File: src/rtl/ov7670_transmitter.sv
// Emulates an OV7670 sensor: fetches RGB565 pixels from a source and streams them as bytes with PCLK/VSYNC/HREF.
// Fetch leads the high-byte slot by one slot; no backpressure, the source must answer in the cycle after o_rd_en.
module ov7670_transmitter #(
  parameter int H_WIDTH  = 320,
  parameter int V_WIDTH  = 240,
  parameter int H_BLANK  = 144,
  parameter int VS_LINES = 3,
  parameter int V_BACK   = 17,
  parameter int V_FRONT  = 10
) (
  input  logic                       i_clk,
  input  logic                       i_reset,
  input  logic                       i_enable,
  input  logic [15:0]                i_pixel_data,
  output logic                       o_rd_en,
  output logic [$clog2(H_WIDTH)-1:0] o_h_addr,
  output logic [$clog2(V_WIDTH)-1:0] o_v_addr,
  output logic                       o_PCLK,
  output logic                       o_VS,
  output logic                       o_HS,
  output logic [7:0]                 o_DATA,
  output logic                       o_frame_done,
  output logic                       o_busy
);

  localparam int SLOTS     = 2*H_WIDTH + H_BLANK;
  localparam int ACT_SLOTS = 2*H_WIDTH;
  localparam int SW        = $clog2(SLOTS);
  localparam int MAXA      = (VS_LINES > V_BACK) ? VS_LINES : V_BACK;
  localparam int MAXB      = (V_WIDTH > V_FRONT) ? V_WIDTH : V_FRONT;
  localparam int MAXL      = (MAXA > MAXB) ? MAXA : MAXB;
  localparam int LW        = $clog2(MAXL + 1);
  localparam int HAW       = $clog2(H_WIDTH);
  localparam int VAW       = $clog2(V_WIDTH);

  typedef enum logic [2:0] {S_IDLE, S_VSYNC, S_BACK, S_ACTIVE, S_FRONT} state_t;

  state_t           state_q, state_d;
  logic [SW-1:0]    slot_q, slot_d;
  logic [LW-1:0]    line_q, line_d;
  logic             pclk_q, pclk_d;
  logic             vs_q, vs_d;
  logic             hs_q, hs_d;
  logic [7:0]       data_q, data_d;
  logic [15:0]      pix_q, pix_d;
  logic             rd_en_q, rd_en_d;
  logic [HAW-1:0]   h_addr_q, h_addr_d;
  logic [VAW-1:0]   v_addr_q, v_addr_d;

  function automatic int region_lines(input state_t s);
    case (s)
      S_VSYNC:  return VS_LINES;
      S_BACK:   return V_BACK;
      S_ACTIVE: return V_WIDTH;
      S_FRONT:  return V_FRONT;
      default:  return 1;
    endcase
  endfunction

  always_comb begin
    state_d  = state_q;
    slot_d   = slot_q;
    line_d   = line_q;
    pclk_d   = ~pclk_q;
    vs_d     = vs_q;
    hs_d     = hs_q;
    data_d   = data_q;
    pix_d    = pix_q;
    rd_en_d  = 1'b0;
    h_addr_d = h_addr_q;
    v_addr_d = v_addr_q;

    // Everything advances at the end of cycle B so outputs change only at the start of cycle A.
    if (pclk_q) begin
      if (state_q == S_IDLE) begin
        if (i_enable) begin
          state_d = S_VSYNC;
          slot_d  = '0;
          line_d  = '0;
        end
      end else if (int'(slot_q) == SLOTS-1) begin
        slot_d = '0;
        if (int'(line_q) == region_lines(state_q) - 1) begin
          line_d = '0;
          case (state_q)
            S_VSYNC:  state_d = S_BACK;
            S_BACK:   state_d = S_ACTIVE;
            S_ACTIVE: state_d = S_FRONT;
            default:  state_d = i_enable ? S_VSYNC : S_IDLE;
          endcase
        end else begin
          line_d = line_q + 1'b1;
        end
      end else begin
        slot_d = slot_q + 1'b1;
      end

      vs_d   = (state_d == S_VSYNC);
      hs_d   = (state_d == S_ACTIVE) && (int'(slot_d) < ACT_SLOTS);
      data_d = 8'h00;
      if (hs_d) begin
        if (!slot_d[0]) begin
          data_d = i_pixel_data[15:8];
          pix_d  = i_pixel_data;
        end else begin
          data_d = pix_q[7:0];
        end
      end

      // Fetch in the slot before each high byte; pixel 0 of a line is fetched in the last slot of the previous line.
      if ((state_d == S_ACTIVE) && slot_d[0] && (int'(slot_d) < ACT_SLOTS-1)) begin
        rd_en_d  = 1'b1;
        h_addr_d = HAW'((int'(slot_d) + 1) / 2);
        v_addr_d = VAW'(int'(line_d));
      end else if ((int'(slot_d) == SLOTS-1) &&
                   (((state_d == S_BACK) && (int'(line_d) == V_BACK-1)) ||
                    ((state_d == S_ACTIVE) && (int'(line_d) < V_WIDTH-1)))) begin
        rd_en_d  = 1'b1;
        h_addr_d = '0;
        v_addr_d = (state_d == S_BACK) ? '0 : VAW'(int'(line_d) + 1);
      end
    end
  end

  always_ff @(posedge i_clk) begin
    if (i_reset) begin
      state_q  <= S_IDLE;
      slot_q   <= '0;
      line_q   <= '0;
      pclk_q   <= 1'b0;
      vs_q     <= 1'b0;
      hs_q     <= 1'b0;
      data_q   <= 8'h00;
      pix_q    <= 16'h0000;
      rd_en_q  <= 1'b0;
      h_addr_q <= '0;
      v_addr_q <= '0;
    end else begin
      state_q  <= state_d;
      slot_q   <= slot_d;
      line_q   <= line_d;
      pclk_q   <= pclk_d;
      vs_q     <= vs_d;
      hs_q     <= hs_d;
      data_q   <= data_d;
      pix_q    <= pix_d;
      rd_en_q  <= rd_en_d;
      h_addr_q <= h_addr_d;
      v_addr_q <= v_addr_d;
    end
  end

  assign o_PCLK       = pclk_q;
  assign o_VS         = vs_q;
  assign o_HS         = hs_q;
  assign o_DATA       = data_q;
  assign o_rd_en      = rd_en_q;
  assign o_h_addr     = h_addr_q;
  assign o_v_addr     = v_addr_q;
  assign o_busy       = (state_q != S_IDLE);
  assign o_frame_done = pclk_q && (state_q == S_FRONT) &&
                        (int'(slot_q) == SLOTS-1) && (int'(line_q) == V_FRONT-1);

endmodule
File: config.mk
export PLATFORM = sky130hd
export DESIGN_NAME = ov7670_transmitter
export DESIGN_NICKNAME = d
export VERILOG_FILES = /design/src/rtl/ov7670_transmitter.sv
export SDC_FILE = /design/constraint.sdc
export NUM_CORES = 1
export LEC_CHECK = 0
export BUFFER_PORTS_ARGS = -buffer_cell sky130_fd_sc_hd__buf_2
export CORE_MARGIN = 1
export CORE_UTILIZATION = 60
export DETAILED_ROUTE_END_ITERATION = 8
export PLACE_DENSITY = 0.83
export SYNTH_ARGS = -nofsm -noshare
export SYNTH_HDL_FRONTEND = slang
export SYNTH_SLANG_ARGS = --single-unit
File: constraint.sdc
create_clock -name i_clk -period 6.9 [get_ports i_clk]
set_clock_uncertainty 0.15 [all_clocks]
set_input_delay 0.345 -clock i_clk [delete_from_list [all_inputs] [get_ports i_clk]]
set_output_delay 0.345 -clock i_clk [all_outputs]
set_load 0.01 [all_outputs]
* Word-level counts from Yosys, hierarchy flattened
Cells that the tools add are included.
** Word-level totals
- Bits in registers :: 58
- Latch bits :: 0
- Memory bits (writable) :: 0
- ROM bits :: 0
- Memories :: 0
** Operators by class
- $add $sub $neg :: 6
- Multiply operators :: 0
- Div/mod/pow operators :: 0
- Magnitude comparators :: 3
- Eq/ne operators :: 12
- Shifts and indexed selects :: 0
- Multiplexer cells :: 29
- Bitwise logic cells :: 3
- Reductions and logical operators :: 16
** Operators with widths (count)
- $mux 32 :: 3
- $mux 8 :: 10
- $mux 10 :: 4
- $eq 9x32->1 :: 1
- $pmux 8 s4 :: 1
- $sub 32x2->32 const B :: 1
- $add 10x1->10 const B :: 2
- $eq 10x9->1 const B :: 2
- $lt 10x10->1 const B :: 2
- $mux 9 :: 2
- $add 8x1->8 const B :: 2
- $mux 3 :: 5
- $eq 3x2->1 const B :: 4
- $add 9x1->9 :: 1
- $logic_and 1x1->1 :: 9
- $pmux 3 s3 :: 1
- $eq 8x5->1 const B :: 1
- $eq 8x6->1 const B :: 1
- $lt 8x8->1 const B :: 1
- $eq 3x1->1 const B :: 2
- $eq 3x3->1 const B :: 1
- $logic_not 3->1 :: 1
- $mux 1 :: 3
- $reduce_and 3->1 :: 1
- other kinds (7) :: 8

* Longest topological paths before layout
Gate-level depths: netlist of the first run.
- Word-level depth :: 17
- Gate-level depth with buffers :: 18

* Worst setup path before layout of the first run
OpenSTA, ideal clock, no wires.
- Kind :: reg-to-reg
- Start :: register state_q[2]
- End :: register h_addr_q[2] (netlist: o_h_addr[2])
- Setup time :: 59 ps
- Data arrival time :: 3486 ps
- Required time :: 6691 ps
- Path slack :: 3205 ps
- Cell stages (with the launch flop) :: 19
- Path through :: dfxtp_1 -> or3b_1 -> clkbuf_1 -> nand2_1 -> ha_1 -> ha_1 -> xnor2_1 -> nor3_1 -> and4_4 -> o31ai_1 -> inv_1 -> ha_1 -> nor2b_1 -> o21ai_0 -> nor3b_1 -> a32o_2 -> nor3_4 -> buf_6 -> a22o_1
** On the way
- Word-level cells in the longest chain between the ends :: 17
** RTL lines
- from (decl) :: RTL line 38 : state_t state_q, state_d;
- from (signal assigned) :: RTL line 139 : state_q <= state_d;
- $eq 3x3->1, or another cell as far along :: RTL line 51 : case (s)
- $pmux 8 s4 :: RTL line 51
- $mux 32 :: RTL line 81 : end else if (int'(slot_q) == SLOTS-1) begin
- $mux 32 :: RTL line 75 : if (state_q == S_IDLE) begin
- $mux 32 :: RTL line 74 : if (pclk_q) begin
- $sub 32x2->32 :: RTL line 83 : if (int'(line_q) == region_lines(state_q) - 1) begin
- $eq 9x32->1 :: RTL line 83
- $mux 8 or $mux 3 (tied branches) :: RTL line 83
- $mux 8 or $mux 3 (tied branches) :: RTL line 81
- $mux 8 or $mux 3 (tied branches) :: RTL line 75
- $mux 8 or $mux 3 (tied branches) :: RTL line 74
- $lt 8x8->1, or another cell as far along :: RTL line 117 : ((state_d == S_ACTIVE) && (int'(line_d) < V_WIDTH-1)))) begin
- $logic_and 1x1->1 (on tied branches) :: RTL line 117, 116
- $logic_or 1x1->1 :: RTL line 116 : (((state_d == S_BACK) && (int'(line_d) == V_BACK-1)) ||
- $logic_and 1x1->1 :: RTL line 115 : end else if ((int'(slot_d) == SLOTS-1) &&
- $reduce_bool 2->1 (no source line)
- $reduce_and 2->1 (no source line)
- to (signal assigned) :: RTL line 148 : h_addr_q <= h_addr_d;
- to (decl) :: RTL line 47 : logic [HAW-1:0] h_addr_q, h_addr_d;
Parallel ways exist; a longest one is shown, timed or not. The select of a mux whose other input is x is not followed.
A chain may end at the register's enable or synchronous reset.

* Worst setup path after layout of the first run
- Start :: register state_q[2]
- End :: register h_addr_q[8] (netlist: o_h_addr[8])
The elaborated chain is that of the path after synthesis.

==> results.sh, run 1 <==
export IMPL_status="finished, final reports clean"
export IMPL_grt_pass1_wl_mm=14.6
export IMPL_die_area_um2=6330
export IMPL_nFillCells=416
export IMPL_ant_nets=0
export IMPL_dr_pass1_iters=5
export IMPL_timing_final_crit_share=0.652
export IMPL_hold_viol=0
export IMPL_yosysWarnings=0
export IMPL_cts_resized=0
export IMPL_yosysTopAreaCellShare=0.322
export IMPL_crit_path_max_fanout=15
export IMPL_cts_tree="built"
export IMPL_fmax_ghz=0.222
export IMPL_slowest_stage="dfxtp_1"
export IMPL_final_util=0.717
export IMPL_start_util=0.639
export IMPL_vias=3442
export IMPL_nets=484
export IMPL_synth_edff_count=0
export IMPL_synth_nets=450
export IMPL_rrSetupSlack_ns=2.40
export IMPL_gp_congestion=0.926
export IMPL_p_leak_uw=0.00162
export IMPL_io_pin_count=50
export IMPL_holdCritPathClass="input port to flip-flop"
export IMPL_synthTopCellsByCount="dfxtp_1 (58), nor2_1 (47), nand2_1 (38)"
export IMPL_cts_buffers_inserted=9
export IMPL_cp_arrival_ns=4.64
export IMPL_numClockSinks=58
export IMPL_crit_chain="or3b_1, nand2_1, ha_1, ha_1, xnor2_1, nor3_1, and4_4, o31ai_1, inv_1, ha_1, nor2b_1, o21ai_0, nor3b_1, a32o_2, nor3_4, a22o_1"
export IMPL_setup_viol=0
export IMPL_post_route_min_period_ns=4.50
export IMPL_clk_latency_ns=0.34
export IMPL_syn_area_per_cell_um2=8.53
export IMPL_ys_flop_type="dfxtp_1"
export IMPL_whs_endpoint="pix_q[6]"
export IMPL_dp_hpwl_mm=6.37
export IMPL_fp_row_count=27
export IMPL_min_from="i_pixel_data[6]"
export IMPL_async_flop_share=0
export IMPL_slowest_delay_ns=0.63
export IMPL_drive_above_1_share=0.201
export IMPL_path_common_cell="ha_1"
export IMPL_grt_pass1_vias=3033
export IMPL_totalWireLength_mm=8.99
export IMPL_die_h_um=79.5
export IMPL_first_iter_violations=250
export IMPL_rsz0062_at_grt="false"
export IMPL_relSlewSlack=0.454
export IMPL_synthToLayoutAreaGrowth_pct=12.1
export IMPL_h_tree_depth=3
export IMPL_cts_root_buf="clkbuf_8"
export IMPL_worst_pin_slew_ns=0.819
export IMPL_cts_hold_buf=0
export IMPL_clkTransAtPathRegs_ns=0.07
export IMPL_peakVddDrop_v=0.000152
export IMPL_crit_path_end_kind="flip-flop"
export IMPL_synthCells=423
export IMPL_reg2reg_from="state_q[2]"
export IMPL_cap_violations=0
export IMPL_hold_depth=3
export IMPL_synth_area_um2=3610
export IMPL_antennaDiodeCount=0
export IMPL_setup_tns_ns=0
export IMPL_path_class="flip-flop to flip-flop"
export IMPL_drv_slew=0
export IMPL_antenna_found_initial=0
export IMPL_drc=0
export IMPL_start_kind="flip-flop"
export IMPL_die_x_um=79.5
export IMPL_portBuffers=49
export IMPL_ys_seq_elements=58
export IMPL_wl_per_cell_um=16.8
export IMPL_yosys_area_top_type="dfxtp_1"
export IMPL_cts_buffer_depth=2
export IMPL_synth_most_common_cell="dfxtp_1"
export IMPL_power_density_nw_per_um2=200
export IMPL_yosysUniqueCellTypes=73
export IMPL_seq_area_frac_synth=0.322
export IMPL_postCtsSetupBuffers=0
export IMPL_grt_max_degree=42
export IMPL_ys_top_cells_by_area="dfxtp_1 (32%), mux2i_1 (7.2%), nor2_1 (4.9%)"
export IMPL_worstPathRequired_ns=7.04
export IMPL_rr_worst_depth=16
export IMPL_fp_coreArea_um2=5640
export IMPL_grt_usage=0.300
export IMPL_grt_overflow_total=0
export IMPL_via_per_inst=6.45
export IMPL_r2r_end="o_h_addr[8]"
==> metrics by stage <==
step / hold WS (ns) / cell area [um^2] / power (uW) / cells / setup WS (ns)
6_report: 0.0937 / 4050 / 810 / 534 / 2.40
5_1_grt: 0.107 / 4050 / 840 / 534 / 2.06
4_1_cts: 0.0879 / 4050 / 811 / 534 / 2.50
3_5_place_dp: 0.288 / 3830 / 466 / 518 / 2.50
3_3_place_gp: 0.278 / 3830 / 463 / 518 / 2.71
2_1_floorplan: 0.310 / 3610 / 440 / 423 / 3.20
==> critical path: cells and delay by family (launching register included) <==
family / cells / cell delay [ns]
flops: 1 / 0.63
xor+xnor: 1 / 0.15
simple gates: 7 / 1.56
compound gates: 4 / 1.15
fa+ha+maj: 3 / 0.66
buf+inv: 1 / 0.14
==> layer usage <==
metal,share of wire,track usage
met5,0,0
met4,0.045,0.182
met3,0.076,0.0491
met2,0.45,0.466
met1,0.43,0.388
==> kinds of logic (layout without fill, tap and decap cells) <==
logic type | after synthesis | count (layout) | synth area share
and+or+nand+nor | 172 | 172 | 0.261
xor gates and xnor gates | 22 | 22 | 0.0534
muxes | 27 | 27 | 0.0753
buffers and inverters | 37 | 76 | 0.0479
DFF | 58 | 58 | 0.322
adders and majority gates | 8 | 8 | 0.0277
AOI/OAI and AO/OA | 99 | 99 | 0.213
==> sequential cells by signal (all words and copies together), names as in the netlist <==
name / flops
slot_q: 10
o_h_addr: 9
line_q: 8
o_DATA: 8
o_v_addr: 8
pix_q: 8
state_q: 3
o_HS: 1
o_PCLK: 1
o_VS: 1
o_rd_en: 1
==> area by class of cell <==
| type | instances | area [um^2] | share of cell area |
|---|---|---|---|
| repair buffers | 53 | 275 | 0.0680 |
| clock inverters | 5 | 77.6 | 0.0192 |
| well taps | 72 | 90.1 | 0.0223 |
| clock buffers | 11 | 141 | 0.0350 |
| multi-input cells | 328 | 2270 | 0.562 |
| inverters | 7 | 26.3 | 0.00650 |
| flip-flops and latches | 58 | 1160 | 0.287 |
==> where the power goes <==
group	leakage [uW]	switching, uW	total [uW]	internal, uW
logic	0.00104	62.5	104	41.7
registers	0.000470	16.1	358	342
clock network	0.000109	135	347	212
total	0.00162	214	810	596
==> placed cells by master (no fill, tap or decap), types with 13 or more instances in the layout <==
cell type and count:
a21oi_1 14, mux2i_1 26, nor2_1 47, a211oi_1 16, nand2_1 38, dfxtp_1 58, nand3_1 15, nor3_1 13
xnor2_1 14, buf_2 49
==> how the worst max path moves through the flow <==
stage,startpoint,to,slack (ns),depth (start not counted)
final,state_q[2],o_h_addr[8],2.40,16
after global routing,state_q[2],o_h_addr[3],2.06,16
after CTS,state_q[2],o_h_addr[8],2.50,16
after detailed placement,state_q[2],o_h_addr[8],2.50,16
after global placement,state_q[2],o_h_addr[2],2.71,16
after floorplan,state_q[2],o_h_addr[2],3.20,18
Power figures use the tool's default switching activity.
==> inputs of run 2 (changes only) <==
--- a/config.mk
+++ b/config.mk
@@ -5,11 +5,12 @@
 export SDC_FILE = /design/constraint.sdc
 export NUM_CORES = 1
 export LEC_CHECK = 0
+export ABC_AREA = 1
 export BUFFER_PORTS_ARGS = -buffer_cell sky130_fd_sc_hd__buf_2
 export CORE_MARGIN = 1
-export CORE_UTILIZATION = 60
+export CORE_UTILIZATION = 58
 export DETAILED_ROUTE_END_ITERATION = 8
-export PLACE_DENSITY = 0.83
+export PLACE_DENSITY = 0.8
 export SYNTH_ARGS = -nofsm -noshare
 export SYNTH_HDL_FRONTEND = slang
 export SYNTH_SLANG_ARGS = --single-unit
==> constraint.sdc (replaced) <==
create_clock -name i_clk -period 4.7 [get_ports i_clk]
set_clock_uncertainty 0.15 [all_clocks]
set_input_delay 0.235 -clock i_clk [delete_from_list [all_inputs] [get_ports i_clk]]
set_output_delay 0.235 -clock i_clk [all_outputs]
set_load 0.01 [all_outputs]
==> run 2 against run 1 <==
  * First-iteration DRC count rose by 6.8%
  * Die area rose by 6.7%
  * Wire length rose by 7.7%
  * Clock power rose by 19%
  * Final cell count rose by 30%
==> results.sh, run 2 <==
export IMPL_clk_latency_ns=0.34
export IMPL_synth_nets=595
export IMPL_ys_top_cells_by_area="dfxtp_1 (31%), nand2_1 (14%), nand3_1 (7.4%)"
export IMPL_antenna_found_initial=0
export IMPL_peakVddDrop_v=0.000250
export IMPL_start_kind="flip-flop"
export IMPL_fmax_ghz=0.268
export IMPL_vias=3944
export IMPL_multi_input_area_um2=2140
export IMPL_final_common_cell="nand2_1"
export IMPL_grt_pass1_vias=3514
export IMPL_setup_ws_ns=0.963
export IMPL_cts_root_buf="clkbuf_8"
export IMPL_post_dp_cell_area_um2=3950
export IMPL_portBuffers=49
export IMPL_die_h_um=82.2
export IMPL_crit_path_end="o_v_addr[6]"
export IMPL_die_x_um=82.2
export IMPL_seqCellArea_um2=1160
export IMPL_cts_hold_buf=1
export IMPL_post_place_ws_ns=1.01
export IMPL_yosysUniqueCellTypes=35
export IMPL_gp_congestion=0.916
export IMPL_relSlewSlack=0.390
export IMPL_fp_coreArea_um2=6060
export IMPL_ys_flop_type="dfxtp_1"
export IMPL_setup_viol=0
export IMPL_nets=639
export IMPL_grt_overflow_total=0
export IMPL_dp_hpwl_mm=7.03
export IMPL_numClockSinks=58
export IMPL_setup_tns_ns=0
export IMPL_first_iter_violations=267
export IMPL_via_per_inst=5.70
export IMPL_slowest_delay_ns=0.43
export IMPL_worstPathRequired_ns=4.79
export IMPL_final_util=0.682
export IMPL_antennaDiodeCount=0
export IMPL_slowest_stage="dfxtp_1"
export IMPL_post_route_min_period_ns=3.74
export IMPL_seq_area_frac_synth=0.312
export IMPL_ys_seq_elements=58
export IMPL_dr_pass1_iters=5
export IMPL_crit_path_end_kind="flip-flop"
export IMPL_io_pin_count=50
export IMPL_grt_pass1_wl_mm=15.8
export IMPL_status="finished, final reports clean"
export IMPL_layout_common_cells="nand2_1 (141), inv_1 (66), dfxtp_1 (58), nand3_1 (55)"
export IMPL_largest_register_ffs=10
export IMPL_postCtsSetupBuffers=0
export IMPL_regMostFlops="slot_q"
export IMPL_synthToLayoutAreaGrowth_pct=10.8
export IMPL_timing_final_crit_share=0.795
export IMPL_path_class="flip-flop to flip-flop"
export IMPL_fin_area_um2=4130
export IMPL_cts_buffers_inserted=9
export IMPL_totalWireLength_mm=9.68
export IMPL_cts_buffer_depth=2
export IMPL_fp_row_count=28
export IMPL_cap_violations=0
export IMPL_synth_area_um2=3730
export IMPL_start_util=0.615
export IMPL_cts_tree="built"
export IMPL_drive_above_1_share=0.193
export IMPL_synth_most_common_cell="nand2_1"
export IMPL_rrSetupSlack_ns=0.96
export IMPL_yosysTopAreaCellShare=0.312
export IMPL_worst_pin_slew_ns=0.912
export IMPL_path_common_cell="nand2_1"
export IMPL_synthCells=568
export IMPL_grt_max_degree=21
export IMPL_rsz0062_at_grt="false"
export IMPL_worst_hold_slack_ns=0.0116
export IMPL_wl_per_cell_um=14.0
export IMPL_h_tree_depth=3
export IMPL_hold_viol=0
export IMPL_clkTransAtPathRegs_ns=0.07
export IMPL_r2r_end="o_v_addr[6]"
export IMPL_reg2reg_from="state_q[0]"
export IMPL_synth_edff_count=0
export IMPL_power_density_nw_per_um2=239
export IMPL_yosys_area_top_type="dfxtp_1"
export IMPL_drv_slew=0
export IMPL_synthTopCellsByCount="nand2_1 (141), inv_1 (66), dfxtp_1 (58)"
export IMPL_die_area_um2=6750
export IMPL_yosysWarnings=0
export IMPL_crit_path_max_fanout=15
export IMPL_drc=0
export IMPL_nFillCells=566
export IMPL_ant_nets=0
export IMPL_cp_arrival_ns=3.83
export IMPL_p_leak_uw=0.00188
export IMPL_worstSetupStartpoint="state_q[0]"
export IMPL_grt_usage=0.307
export IMPL_cts_resized=0
export IMPL_rr_worst_depth=25
export IMPL_holdCritPathClass="input port to flip-flop"
export IMPL_syn_area_per_cell_um2=6.56
export IMPL_async_flop_share=0
==> run 2: cell count changes in the layout (fill, tap and decap cells not counted), sizes merged, moves of 16 or more <==
cell / before / now
o21ai: 14 / 40
inv: 7 / 80
nand3: 15 / 62
a211oi: 17 / 0
mux2i: 26 / 0
nand2: 39 / 156
o22ai: 3 / 19
==> run 2: kinds of logic after synthesis <==
logic type | after synthesis | synth area share
AO/OA/AOI/OAI | 92 | 0.148
XOR/XNOR | 4 | 0.00940
adder cells (fa/ha/maj) | 8 | 0.0269
buffers and inverters | 99 | 0.115
flip-flops | 58 | 0.312
AND/OR/NAND/NOR | 307 | 0.390
==> run 2: final cells by class <==
type                    instances  area share
multi-input cells             411       0.518
flip-flops and latches         58       0.281
inverters                      81      0.0736
repair buffers                 51      0.0636
clock buffers                  11      0.0342
well taps                      75      0.0227
clock inverters                 5     0.00727
==> run 2: metrics by stage <==
step           cells  power [uW]
5_1_grt          692        1020
3_5_place_dp     675         581
6_report         692         987
4_1_cts          692         991
3_3_place_gp     675         580
2_1_floorplan    568         560
==> run 2: routing by layer <==
layer	up-vias	track usage	share of wire
met5	-	0	0
met4	0	0.118	0.019
met3	24	0.0648	0.061
met2	150	0.509	0.48
met1	1806	0.387	0.44
li1	1964	-	-
==> run 2: how the worst min path moves through the flow <==
stage,end,cells past startpoint,from,slack (ns)
finish,pix_q[6],3,i_pixel_data[6],0.01
detailed placement,pix_q[1],2,pix_q[1],0.30
global route,pix_q[6],3,i_pixel_data[6],0.02
CTS,pix_q[6],3,i_pixel_data[6],0.003
global placement,pix_q[0],2,pix_q[0],0.29
floorplan,pix_q[5],2,i_pixel_data[5],0.26
==> run 2: where the power goes <==
part,total [uW],switching (uW),internal [uW]
Sequential,497,2.97,494
Clock,414,211,203
Combinational,76.5,54.6,21.9
Total,987,269,718
==> run 2: worst max-delay path: cells and delay by family, from the launching register on <==
kind | cells | cell delay, ns
DFF | 1 | 0.43
AOI/OAI and AO/OA | 2 | 0.25
xor gates and xnor gates | 1 | 0.12
and+or+nand+nor | 16 | 1.77
adders and majority gates | 3 | 0.67
buffers and inverters | 3 | 0.22
